===== src/rtl/mc_main_ctrl_pkg.sv =====
// Shared definitions for the multi-cycle MIPS main control FSM:
// opcodes, ALUOp encodings, state encodings, mux select constants and
// the packed control-word struct.
package mc_pkg;

  // Opcodes (IR[31:26])
  localparam logic [5:0] OP_RTYPE = 6'b000000;
  localparam logic [5:0] OP_J     = 6'b000010;
  localparam logic [5:0] OP_BEQ   = 6'b000100;
  localparam logic [5:0] OP_ADDI  = 6'b001000;
  localparam logic [5:0] OP_SLTI  = 6'b001010;
  localparam logic [5:0] OP_ANDI  = 6'b001100;
  localparam logic [5:0] OP_ORI   = 6'b001101;
  localparam logic [5:0] OP_XORI  = 6'b001110;
  localparam logic [5:0] OP_LW    = 6'b100011;
  localparam logic [5:0] OP_SW    = 6'b101011;

  // ALUOp encodings consumed by the ALU control decoder
  localparam logic [2:0] ALUOP_ADD   = 3'b000;
  localparam logic [2:0] ALUOP_SUB   = 3'b001;
  localparam logic [2:0] ALUOP_FUNCT = 3'b010;
  localparam logic [2:0] ALUOP_AND   = 3'b011;
  localparam logic [2:0] ALUOP_OR    = 3'b100;
  localparam logic [2:0] ALUOP_SLT   = 3'b101;
  localparam logic [2:0] ALUOP_XOR   = 3'b110;

  // ALUSrcB selects
  localparam logic [1:0] SRCB_B      = 2'b00;
  localparam logic [1:0] SRCB_FOUR   = 2'b01;
  localparam logic [1:0] SRCB_IMM    = 2'b10;
  localparam logic [1:0] SRCB_IMM_SH = 2'b11;

  // PCSource selects
  localparam logic [1:0] PCSRC_ALU    = 2'b00;
  localparam logic [1:0] PCSRC_ALUOUT = 2'b01;
  localparam logic [1:0] PCSRC_JUMP   = 2'b10;

  // FSM states; encodings 12..15 are unused and recover to S_IF
  typedef enum logic [3:0] {
    S_IF  = 4'd0,
    S_ID  = 4'd1,
    S_MA  = 4'd2,
    S_MR  = 4'd3,
    S_MWB = 4'd4,
    S_MW  = 4'd5,
    S_EXR = 4'd6,
    S_RWB = 4'd7,
    S_BEQ = 4'd8,
    S_JMP = 4'd9,
    S_EXI = 4'd10,
    S_IWB = 4'd11
  } state_t;

  // Moore control word held in a register alongside the state
  typedef struct packed {
    logic       pc_write;
    logic       pc_write_cond;
    logic       iord;
    logic       mem_read;
    logic       mem_write;
    logic       ir_write;
    logic       mem_to_reg;
    logic       reg_dst;
    logic       reg_write;
    logic       alu_src_a;
    logic [1:0] alu_src_b;
    logic       ext_op;
    logic [2:0] alu_op;
    logic [1:0] pc_source;
  } ctrl_t;

endpackage


===== src/rtl/mc_main_ctrl_if.sv =====
// Control bus between the main control FSM and the datapath.
// master = controller (drives controls), slave = datapath (drives op).
// With MC_MEM_WAIT_EN defined the bus also carries mem_ready from memory.
// Handshake: mem_ready is a level sampled at each rising clk edge; the
// controller advances out of IF/MR/MW only on an edge where it is 1.
interface mc_main_ctrl_if;
  logic [5:0] op;
`ifdef MC_MEM_WAIT_EN
  logic       mem_ready;
`endif
  logic       PCWrite;
  logic       PCWriteCond;
  logic       IorD;
  logic       MemRead;
  logic       MemWrite;
  logic       IRWrite;
  logic       MemtoReg;
  logic       RegDst;
  logic       RegWrite;
  logic       ALUSrcA;
  logic [1:0] ALUSrcB;
  logic       ExtOp;
  logic [2:0] ALUOp;
  logic [1:0] PCSource;
  logic       illegal_op;

  modport master (
    input  op,
`ifdef MC_MEM_WAIT_EN
    input  mem_ready,
`endif
    output PCWrite, PCWriteCond, IorD, MemRead, MemWrite, IRWrite,
           MemtoReg, RegDst, RegWrite, ALUSrcA, ALUSrcB, ExtOp, ALUOp,
           PCSource, illegal_op
  );

  modport slave (
    output op,
`ifdef MC_MEM_WAIT_EN
    output mem_ready,
`endif
    input  PCWrite, PCWriteCond, IorD, MemRead, MemWrite, IRWrite,
           MemtoReg, RegDst, RegWrite, ALUSrcA, ALUSrcB, ExtOp, ALUOp,
           PCSource, illegal_op
  );
endinterface


===== src/rtl/mc_main_ctrl_iop_dec.sv =====
// I-type ALU instruction decoder: maps op to ALUOp and immediate
// extension mode for the EXI state, and flags whether op is one of them.
module mc_iop_dec
  import mc_pkg::*;
(
  input  logic [5:0] op,
  output logic [2:0] alu_op,
  output logic       ext_op,
  output logic       is_iop
);

  // Logical immediates zero-extend; arithmetic/compare sign-extend.
  always_comb begin
    alu_op = ALUOP_ADD;
    ext_op = 1'b1;
    is_iop = 1'b1;
    case (op)
      OP_ADDI: begin alu_op = ALUOP_ADD; ext_op = 1'b1; end
      OP_ANDI: begin alu_op = ALUOP_AND; ext_op = 1'b0; end
      OP_ORI:  begin alu_op = ALUOP_OR;  ext_op = 1'b0; end
      OP_SLTI: begin alu_op = ALUOP_SLT; ext_op = 1'b1; end
      OP_XORI: begin alu_op = ALUOP_XOR; ext_op = 1'b0; end
      default: is_iop = 1'b0;
    endcase
  end

endmodule


===== src/rtl/mc_main_ctrl.sv =====
// Main control FSM of the multi-cycle MIPS CPU. One state per cycle,
// sequencing IF/ID/EX/MEM/WB. The control word is registered together
// with the state (computed from the next state), so outputs are a pure
// function of the current state. Write strobes and illegal_op are gated
// off while rst is high. Optional feature macro: MC_MEM_WAIT_EN adds
// mem_ready and stalls IF/MR/MW until memory is ready.
module mc_main_ctrl
  import mc_pkg::*;
#(
  parameter int STATE_W = 4
) (
  input  logic               clk,
  input  logic               rst,
  mc_main_ctrl_if.master     bus,
  output logic [STATE_W-1:0] dbg_state
);

  state_t     state;
  state_t     state_nxt;
  ctrl_t      ctrl_q;
  logic [2:0] iop_alu;
  logic       iop_ext;
  logic       iop_legal;
  logic       mem_ok;
  logic       fetch_ok;
  logic       op_known;

  mc_iop_dec u_iop_dec (
    .op     (bus.op),
    .alu_op (iop_alu),
    .ext_op (iop_ext),
    .is_iop (iop_legal)
  );

`ifdef MC_MEM_WAIT_EN
  assign mem_ok = bus.mem_ready;
`else
  assign mem_ok = 1'b1;
`endif

  // Control word for a state; EXI also depends on the I-type decode,
  // which is valid when leaving ID because op is stable from then on.
  function automatic ctrl_t ctrl_of(state_t s, logic [2:0] ialu, logic iext);
    ctrl_t c;
    c = '0;
    case (s)
      S_IF: begin
        c.mem_read  = 1'b1;
        c.ir_write  = 1'b1;
        c.alu_src_b = SRCB_FOUR;
        c.pc_write  = 1'b1;
      end
      S_ID: begin
        c.alu_src_b = SRCB_IMM_SH;
        c.ext_op    = 1'b1;
      end
      S_MA: begin
        c.alu_src_a = 1'b1;
        c.alu_src_b = SRCB_IMM;
        c.ext_op    = 1'b1;
      end
      S_MR: begin
        c.mem_read = 1'b1;
        c.iord     = 1'b1;
      end
      S_MWB: begin
        c.mem_to_reg = 1'b1;
        c.reg_write  = 1'b1;
      end
      S_MW: begin
        c.mem_write = 1'b1;
        c.iord      = 1'b1;
      end
      S_EXR: begin
        c.alu_src_a = 1'b1;
        c.alu_op    = ALUOP_FUNCT;
      end
      S_RWB: begin
        c.reg_dst   = 1'b1;
        c.reg_write = 1'b1;
      end
      S_BEQ: begin
        c.alu_src_a     = 1'b1;
        c.alu_op        = ALUOP_SUB;
        c.pc_write_cond = 1'b1;
        c.pc_source     = PCSRC_ALUOUT;
      end
      S_JMP: begin
        c.pc_write  = 1'b1;
        c.pc_source = PCSRC_JUMP;
      end
      S_EXI: begin
        c.alu_src_a = 1'b1;
        c.alu_src_b = SRCB_IMM;
        c.alu_op    = ialu;
        c.ext_op    = iext;
      end
      S_IWB: c.reg_write = 1'b1;
      default: c = '0;
    endcase
    return c;
  endfunction

  assign op_known = (bus.op == OP_LW) || (bus.op == OP_SW) ||
                    (bus.op == OP_RTYPE) || (bus.op == OP_BEQ) ||
                    (bus.op == OP_J) || iop_legal;

  // Next-state decode; memory states wait on mem_ok.
  always_comb begin
    state_nxt = S_IF;
    case (state)
      S_IF: state_nxt = mem_ok ? S_ID : S_IF;
      S_ID: begin
        if ((bus.op == OP_LW) || (bus.op == OP_SW)) state_nxt = S_MA;
        else if (bus.op == OP_RTYPE)                 state_nxt = S_EXR;
        else if (bus.op == OP_BEQ)                   state_nxt = S_BEQ;
        else if (bus.op == OP_J)                     state_nxt = S_JMP;
        else if (iop_legal)                          state_nxt = S_EXI;
        else                                         state_nxt = S_IF;
      end
      S_MA:  state_nxt = (bus.op == OP_LW) ? S_MR : S_MW;
      S_MR:  state_nxt = mem_ok ? S_MWB : S_MR;
      S_MW:  state_nxt = mem_ok ? S_IF : S_MW;
      S_EXR: state_nxt = S_RWB;
      S_EXI: state_nxt = S_IWB;
      default: state_nxt = S_IF;
    endcase
  end

  // State register and registered control word.
  always_ff @(posedge clk) begin
    if (rst) begin
      state  <= S_IF;
      ctrl_q <= ctrl_of(S_IF, iop_alu, iop_ext);
    end else begin
      state  <= state_nxt;
      ctrl_q <= ctrl_of(state_nxt, iop_alu, iop_ext);
    end
  end

  // IR/PC update in IF only completes on the cycle memory delivers.
  assign fetch_ok = mem_ok || (state != S_IF);

  assign bus.PCWrite     = ctrl_q.pc_write & fetch_ok & ~rst;
  assign bus.PCWriteCond = ctrl_q.pc_write_cond & ~rst;
  assign bus.IorD        = ctrl_q.iord;
  assign bus.MemRead     = ctrl_q.mem_read;
  assign bus.MemWrite    = ctrl_q.mem_write & ~rst;
  assign bus.IRWrite     = ctrl_q.ir_write & fetch_ok & ~rst;
  assign bus.MemtoReg    = ctrl_q.mem_to_reg;
  assign bus.RegDst      = ctrl_q.reg_dst;
  assign bus.RegWrite    = ctrl_q.reg_write & ~rst;
  assign bus.ALUSrcA     = ctrl_q.alu_src_a;
  assign bus.ALUSrcB     = ctrl_q.alu_src_b;
  assign bus.ExtOp       = ctrl_q.ext_op;
  assign bus.ALUOp       = ctrl_q.alu_op;
  assign bus.PCSource    = ctrl_q.pc_source;
  assign bus.illegal_op  = (state == S_ID) & ~op_known & ~rst;

  assign dbg_state = STATE_W'(state);

endmodule

===== src/flat_wrapper.sv =====
// flat-port wrapper written by rule: the top's interface ports become plain ports
module mc_main_ctrl_flat import mc_pkg::*;
#(
  parameter int STATE_W = 4
)
  (clk, rst, dbg_state, bus_op, bus_PCWrite, bus_PCWriteCond, bus_IorD, bus_MemRead, bus_MemWrite, bus_IRWrite, bus_MemtoReg, bus_RegDst, bus_RegWrite, bus_ALUSrcA, bus_ALUSrcB, bus_ExtOp, bus_ALUOp, bus_PCSource, bus_illegal_op);
  mc_main_ctrl_if bus_i ();
  input  logic clk;
  input  logic rst;
  output logic [STATE_W-1:0] dbg_state;
  input wire logic [$bits(bus_i.op)-1:0] bus_op;
  output wire logic [$bits(bus_i.PCWrite)-1:0] bus_PCWrite;
  output wire logic [$bits(bus_i.PCWriteCond)-1:0] bus_PCWriteCond;
  output wire logic [$bits(bus_i.IorD)-1:0] bus_IorD;
  output wire logic [$bits(bus_i.MemRead)-1:0] bus_MemRead;
  output wire logic [$bits(bus_i.MemWrite)-1:0] bus_MemWrite;
  output wire logic [$bits(bus_i.IRWrite)-1:0] bus_IRWrite;
  output wire logic [$bits(bus_i.MemtoReg)-1:0] bus_MemtoReg;
  output wire logic [$bits(bus_i.RegDst)-1:0] bus_RegDst;
  output wire logic [$bits(bus_i.RegWrite)-1:0] bus_RegWrite;
  output wire logic [$bits(bus_i.ALUSrcA)-1:0] bus_ALUSrcA;
  output wire logic [$bits(bus_i.ALUSrcB)-1:0] bus_ALUSrcB;
  output wire logic [$bits(bus_i.ExtOp)-1:0] bus_ExtOp;
  output wire logic [$bits(bus_i.ALUOp)-1:0] bus_ALUOp;
  output wire logic [$bits(bus_i.PCSource)-1:0] bus_PCSource;
  output wire logic [$bits(bus_i.illegal_op)-1:0] bus_illegal_op;
  assign bus_i.op = bus_op;
  assign bus_PCWrite = bus_i.PCWrite;
  assign bus_PCWriteCond = bus_i.PCWriteCond;
  assign bus_IorD = bus_i.IorD;
  assign bus_MemRead = bus_i.MemRead;
  assign bus_MemWrite = bus_i.MemWrite;
  assign bus_IRWrite = bus_i.IRWrite;
  assign bus_MemtoReg = bus_i.MemtoReg;
  assign bus_RegDst = bus_i.RegDst;
  assign bus_RegWrite = bus_i.RegWrite;
  assign bus_ALUSrcA = bus_i.ALUSrcA;
  assign bus_ALUSrcB = bus_i.ALUSrcB;
  assign bus_ExtOp = bus_i.ExtOp;
  assign bus_ALUOp = bus_i.ALUOp;
  assign bus_PCSource = bus_i.PCSource;
  assign bus_illegal_op = bus_i.illegal_op;
  mc_main_ctrl #(.STATE_W(STATE_W)) u_core (.clk(clk), .rst(rst), .bus(bus_i), .dbg_state(dbg_state));
endmodule

===== config.mk =====
export PLATFORM = sky130hd
export DESIGN_NAME = mc_main_ctrl_flat
export DESIGN_NICKNAME = d
export VERILOG_FILES = /design/src/rtl/mc_main_ctrl_pkg.sv /design/src/rtl/mc_main_ctrl_if.sv /design/src/rtl/mc_main_ctrl_iop_dec.sv /design/src/rtl/mc_main_ctrl.sv /design/src/flat_wrapper.sv
export SDC_FILE = /design/constraint.sdc
export NUM_CORES = 1
export LEC_CHECK = 0
export BUFFER_PORTS_ARGS = -buffer_cell sky130_fd_sc_hd__buf_2
export CAP_MARGIN = 20
export CORE_MARGIN = 5
export CORE_UTILIZATION = 29
export CTS_CLUSTER_DIAMETER = 80
export DETAILED_ROUTE_END_ITERATION = 6
export SYNTH_ARGS = -nofsm -noshare
export SYNTH_HDL_FRONTEND = slang
export SYNTH_SLANG_ARGS = --single-unit

===== constraint.sdc =====
create_clock -name clk -period 1.6 [get_ports clk]
set_clock_uncertainty 0.05 [all_clocks]
set_input_delay 0.16 -clock clk [delete_from_list [all_inputs] [get_ports clk]]
set_output_delay 0.16 -clock clk [all_outputs]
set_load 0.02 [all_outputs]

=== Word-level counts from Yosys, hierarchy flattened ===
Cells that the tools add are included.

* Flip-flop bits (word level): 22
* Latch bits: 0
* RAM bits: 0
* Memory bits (read-only): 0
* Input bits: 8
* Output and inout port bits: 23
* Word-level logic and storage cells: 90
* Memories kept: 0

* $add $sub $neg: 0
* Multipliers: 0
* Divide/modulo/power cells: 0
* Order comparisons: 0
* Equal/unequal tests: 25
* Shifts and indexed selects: 0
* Muxes and demuxes: 24
* Bitwise logic cells: 9
* Reduce and logical (&&, ||, !) cells: 17

{| class="wikitable"
|+ Operator list
! operator !! count
|-
| $eq 6x4->1 const B || 5
|-
| $pmux 4 s6 || 1
|-
| $eq 4x3->1 const B || 5
|-
| $eq 4x4->1 const B || 5
|-
| $mux 4 || 5
|-
| $eq 4x2->1 const B || 4
|-
| $eq 6x6->1 const B || 2
|-
| $mux 1 || 12
|-
| $pmux 3 s4 || 1
|-
| $reduce_or 2->1 || 5
|-
| $pmux 3 s3 || 1
|-
| $eq 4x1->1 const B || 2
|-
| $logic_not 4->1 || 2
|-
| $and 1x1->1 || 7
|-
| $eq 6x2->1 const B || 1
|-
| $eq 6x3->1 const B || 1
|-
| $logic_not 6->1 || 1
|-
| $pmux 2 s3 || 1
|-
| $reduce_or 3->1 || 2
|-
| $logic_or 1x1->1 || 5
|-
| $reduce_or 5->1 || 1
|-
| $pmux 2 s2 || 1
|-
| $reduce_or 4->1 || 1
|-
| $mux 3 || 1
|-
| 2 further kinds || 3
|}

=== Logic depth before layout (Yosys ltp) ===
* Depth after elaboration: 12
* Gate-level depth with buffers: 6
* Mapped depth without buffers: 5

=== Cells and area by module ===
From an unflattened synthesis, not the netlist that was laid out.

* Cells, all modules: 118
* Area total of the unflattened synthesis: 1,022.2 µm²

{| class="wikitable"
|+ By module, submodules not included
! module !! times used !! cells each !! area each (µm²) !! sequential area each (µm²)
|-
| mc_main_ctrl || 1 || 107 || 949.7 || 420.4
|-
| mc_iop_dec || 1 || 11 || 72.6 || 0.0
|}

=== Worst setup path before layout ===
No wires, ideal clock.

* Kind: reg2reg
* Start: register u_core.state[2] (netlist: u_core.dbg_state[2])
* End: register u_core.ctrl_q[17] (netlist bit)
* Data arrival time: 1.637 ns
* Required time: 1.434 ns
* Path slack: -0.203 ns
* Cell stages (with the launch flop): 6
* Path buffers: 1
* Period minus slack after synthesis: 1.803 ns
* Path through: dfxtp_1 clkbuf_1 or2_2 o32a_1 and3_4 a31o_1

* Cells in the longest elaborated chain, start to end: 5
* Elaborated cells on any way between the ends: 11
* Those cells by class: eq/ne (6); mux (2); reduce/logical (3)

{| class="wikitable"
|+ Ends and longest elaborated chain
! what !! RTL line !! RTL
|-
| from (decl) || mc_main_ctrl.sv:18 || <nowiki>state_t state;</nowiki>
|-
| from (signal assigned) || mc_main_ctrl.sv:136 || <nowiki>state <= state_nxt;</nowiki>
|-
| $eq 4x4->1 (tied with other cells) || mc_main_ctrl.sv:111 || <nowiki>case (state)</nowiki>
|-
| $pmux 4 s6 * || mc_main_ctrl.sv:111 ||
|-
| $eq 4x4->1 / $logic_not 4->1 (equally long branches) || mc_main_ctrl.sv:46 || <nowiki>case (s)</nowiki>
|-
| $reduce_or 2->1 (no line) * || - ||
|-
| $mux 1 * || mc_main_ctrl.sv:46 ||
|-
| to (signal assigned) || mc_main_ctrl.sv:134 || <nowiki>ctrl_q <= ctrl_of(S_IF, iop_alu, iop_ext);</nowiki>
|-
| to (signal assigned) || mc_main_ctrl.sv:137 || <nowiki>ctrl_q <= ctrl_of(state_nxt, iop_alu, iop_ext);</nowiki>
|-
| to (decl) || mc_main_ctrl.sv:20 || <nowiki>ctrl_t ctrl_q;</nowiki>
|}

Mark *: on every way between the ends. The rest lies on a longest branch, timed or not.
A chain may end at the register's enable or synchronous reset.

=== Final worst setup path ===
* Start: input port bus_op[5]
* End: output port bus_illegal_op

* Cells in the longest elaborated chain, start to end: 9
* Elaborated cells on any way between the ends: 20
* Those cells by class: eq/ne (9); mux (1); bitwise (3); reduce/logical (7)

{| class="wikitable"
|+ Ends and longest elaborated chain
! what !! RTL line !! RTL
|-
| from (decl) || flat_wrapper.sv:11 || <nowiki>input wire logic [$bits(bus_i.op)-1:0] bus_op;</nowiki>
|-
| branches (longest 5 deep; another with $eq 6x4->1) || - ||
|-
| $logic_or 1x1->1 * || mc_main_ctrl.sv:106 || <nowiki>(bus.op == OP_J) || iop_legal;</nowiki>
|-
| $not 1->1 * || mc_main_ctrl.sv:158 || <nowiki>assign bus.illegal_op = (state == S_ID) & ~op_known & ~rst;</nowiki>
|-
| $and 1x1->1 * (2 in a row) || mc_main_ctrl.sv:158 ||
|-
| to (decl) || flat_wrapper.sv:26 || <nowiki>output wire logic [$bits(bus_i.illegal_op)-1:0] bus_illegal_op;</nowiki>
|}

Every way passes the cells marked *.

==> impl_metrics.toml <==
[outcome]
status = "complete, but fails checks"
failed_checks = "setup timing"

[timing]
tns_ns = -0.0114
max_freq_mhz = 621
grt_setup_unrepaired = "true"
setup_viol = 1
min_period_over_period_pct = 101
layout_setup_ws_ns = -0.0114
period_needed_ns = 1.61
slew_viol_final = 0
slew_headroom_pct = 78.3
hold_viol = 0
tightest_slew_ns = 0.324

[worst_setup_path]
path_cells = "buf_8, or4_4, a211oi_4, buf_4, nor3_4, buf_6"
r2r_slack_ns = 0.05
cp.depth = 6
timing.rr.start = "u_core.dbg_state[2]"
endpoint_kind = "output pin"
slowest_stage = "or4_4"
required_ns = 1.39
path_buf_inv = 3
startpoint = "bus_op[5]"
cp.arrival_ns = 1.40
critPathMaxStageDelay_ns = 0.54
reg2reg_depth = 5
critPathLaunchType = "primary input"
worstSetupPathType = "primary input to output pin"
critPathCapture = "bus_illegal_op"
reg2reg_to = "u_core.ctrl_q[13]"
crit_family = "simple AND/OR/NAND/NOR gates"
path_max_fanout = 6

[yosys]
synth_warnings = 0
seq_area_frac_synth_pct = 38.6
yosysTopAreaCell = "dfxtp_1"
synth_top_area_share_pct = 38.6
ys_seq_elements = 21
syn-cell-area_sq_um = 1090
syn_inst = 122
synth.distinct_cells = 41
synth.area.top_cells = "dfxtp_1, buf_4, nor2_1, a21oi_1, a31o_1"
syn_avg_cell_area_sq_um = 8.92
synthesis.nets = 130

[grt]
antenna_found_initial = 0
grt_pass1_wl_microns = 4470
first_global_vias = 969
grt-ovfl-total = 0
grt_usage_pct = 10.8
grt_max_degree = 18

[routing]
drc = 0
wl_met3_microns = 205
drtIter0Drc = 53
num_vias = 1044
avgRoutedWirePerCell_microns = 12.6
drt.antenna.violating_nets = 0
wl_met2_microns = 1410
drt-met1-wl_microns = 1140
wl_microns = 2760
top_layer = "met4"
avgViaCountPerCell = 4.77
first_pass_iters = 4

[final_layout]
layout_commonest_cell = "buf_4"
layoutNonFillerInstCount = 219
multi_input_area_sq_um = 619
drive_above_1_share_pct = 51.5
area_growth_pct = 43.4
diodes = 0
layout_common_cells = "buf_4, buf_2, dfxtp_1"
layout.nets = 180
fillers = 374
seqCellArea_sq_um = 430

[job]
drv_cap = 0

[pwr]
p_comb_share_pct = 20.4
power.density_nw_per_um2 = 711
p_switching_mw = 0.290
power_frac_clock_pct = 29.8
peakVddDrop_mv = 0.541
p_seq_share_pct = 49.7
leakage_nw = 0.692
power.share.switching_pct = 26.2
intPower_mw = 0.819

[clock_tree]
hold_buffers = 0
cts_buffers = 3
cts_sinks = 21
cts_root_buffer = "clkbuf_8"
cts_max_level = 1
cts_tree = "done"
cts_buffer_depth = 2
clk_latency_ns = 0.26
clk_pin_slew_ns = 0.07

[hold_path]
hold_class = "primary input to flip-flop"

[floorplanning]
die_area_sq_um = 5080
core_sq_um = 3660
die_x_microns = 71.3
die_h_microns = 71.3
rows = 22
pin_count = 31
start_util_pct = 29.7

[placement]
hpwl_microns = 2010
dpl.cell_count = 210
gp_congestion = 0.909
port_buffers = 30
-- state kept, by name (all words and copies together), names as in the netlist --
signal / flops
u_core.bus.ExtOp: 1
u_core.bus.RegDst: 1
u_core.dbg_state: 4
u_core.bus.IorD: 1
u_core.bus.MemtoReg: 1
u_core.bus.ALUOp: 3
u_core.bus.ALUSrcA: 1
u_core.bus.ALUSrcB: 2
u_core.bus.PCSource: 1
u_core.ctrl_q: 5
u_core.bus.MemRead: 1
-- metrics by stage --
step / util (%) / total power, mW / hold WS, ns / setup WS, ns / cell area (sq um)
after global placement: 38.7 / 0.765 / 0.493 / -0.104 / 1420
after CTS: 40.3 / 1.11 / 0.224 / -0.00528 / 1470
after detailed placement: 38.7 / 0.768 / 0.487 / -0.142 / 1420
final: 42.7 / 1.11 / 0.221 / -0.0114 / 1560
after global routing: 42.7 / 1.18 / 0.234 / -0.0624 / 1560
after floorplan: - / 0.698 / 0.276 / -0.00591 / 1150
-- synthesized netlist by cell type, drive strengths merged --
library cell	n
nor2	14
o21ba	1
o21ai	4
nor3b	2
a211oi	3
nand4b	1
and2b	1
nand2b	2
dfxtp	21
and2	1
xnor2	1
and3	1
o32ai	1
clkbuf	4
or2	2
a41o	1
nand3	4
buf	10
o31ai	2
o32a	2
a21bo	1
or4	2
nand3b	1
inv	4
nor4bb	1
nor3	4
o311ai	1
a31o	4
or3	1
nor2b	5
nand2	8
a21oi	8
xor2	1
o22ai	1
or2b	1
a211o	1
-- area by class of cell --
cell class              instances  area share (%)
multi-input cells              83            39.7
flip-flops and latches         21            27.6
repair buffers                 59            25.0
well taps                      48            3.85
clock buffers                   3            2.64
inverters                       4           0.962
clock inverters                 1           0.321
-- timing repair --
action	CTS	global route
hold endpoints to repair	0	0
gates resized for setup	3	16
endpoints found under the setup margin	2	7
pin swaps	2	7
setup buffers	0	5
-- tightest hold or removal path: stages --
cell     delay (ns)
buf_2          0.09
inv_1          0.08
o31ai_1        0.09
a31o_1         0.09
-- power groups by stage --
stage	combinational [mW]	sequential (mW)	clock [mW]
CTS	0.209	0.552	0.346
floorplan	0.130	0.568	0
global placement	0.202	0.564	0
finish	0.227	0.552	0.331
global route	0.247	0.554	0.374
detailed placement	0.204	0.564	0
-- routing by layer --
metal	track usage, %	vias to the layer above
li1	-	521
met1	13.2	481
met2	18.4	40
met3	4.21	2
met4	1.25	0
met5	0	-
-- worst min path at each step --
stage	startpoint	cells after the start	end
2_1_floorplan	bus_op[4]	3	u_core.bus.ALUOp[1]
4_1_cts	rst	4	u_core.bus.MemRead
3_5_place_dp	rst	4	u_core.bus.MemRead
3_3_place_gp	rst	4	u_core.bus.MemRead
6_report	rst	4	u_core.bus.MemRead
5_1_grt	rst	4	u_core.bus.MemRead
-- cell families after synthesis --
group / share of synthesized area [%]
buffers and inverters: 10.0
flip-flops: 38.6
AO/OA/AOI/OAI: 23.4
XOR/XNOR: 1.61
AND/OR/NAND/NOR: 26.3
Power figures use the tool's default switching activity.
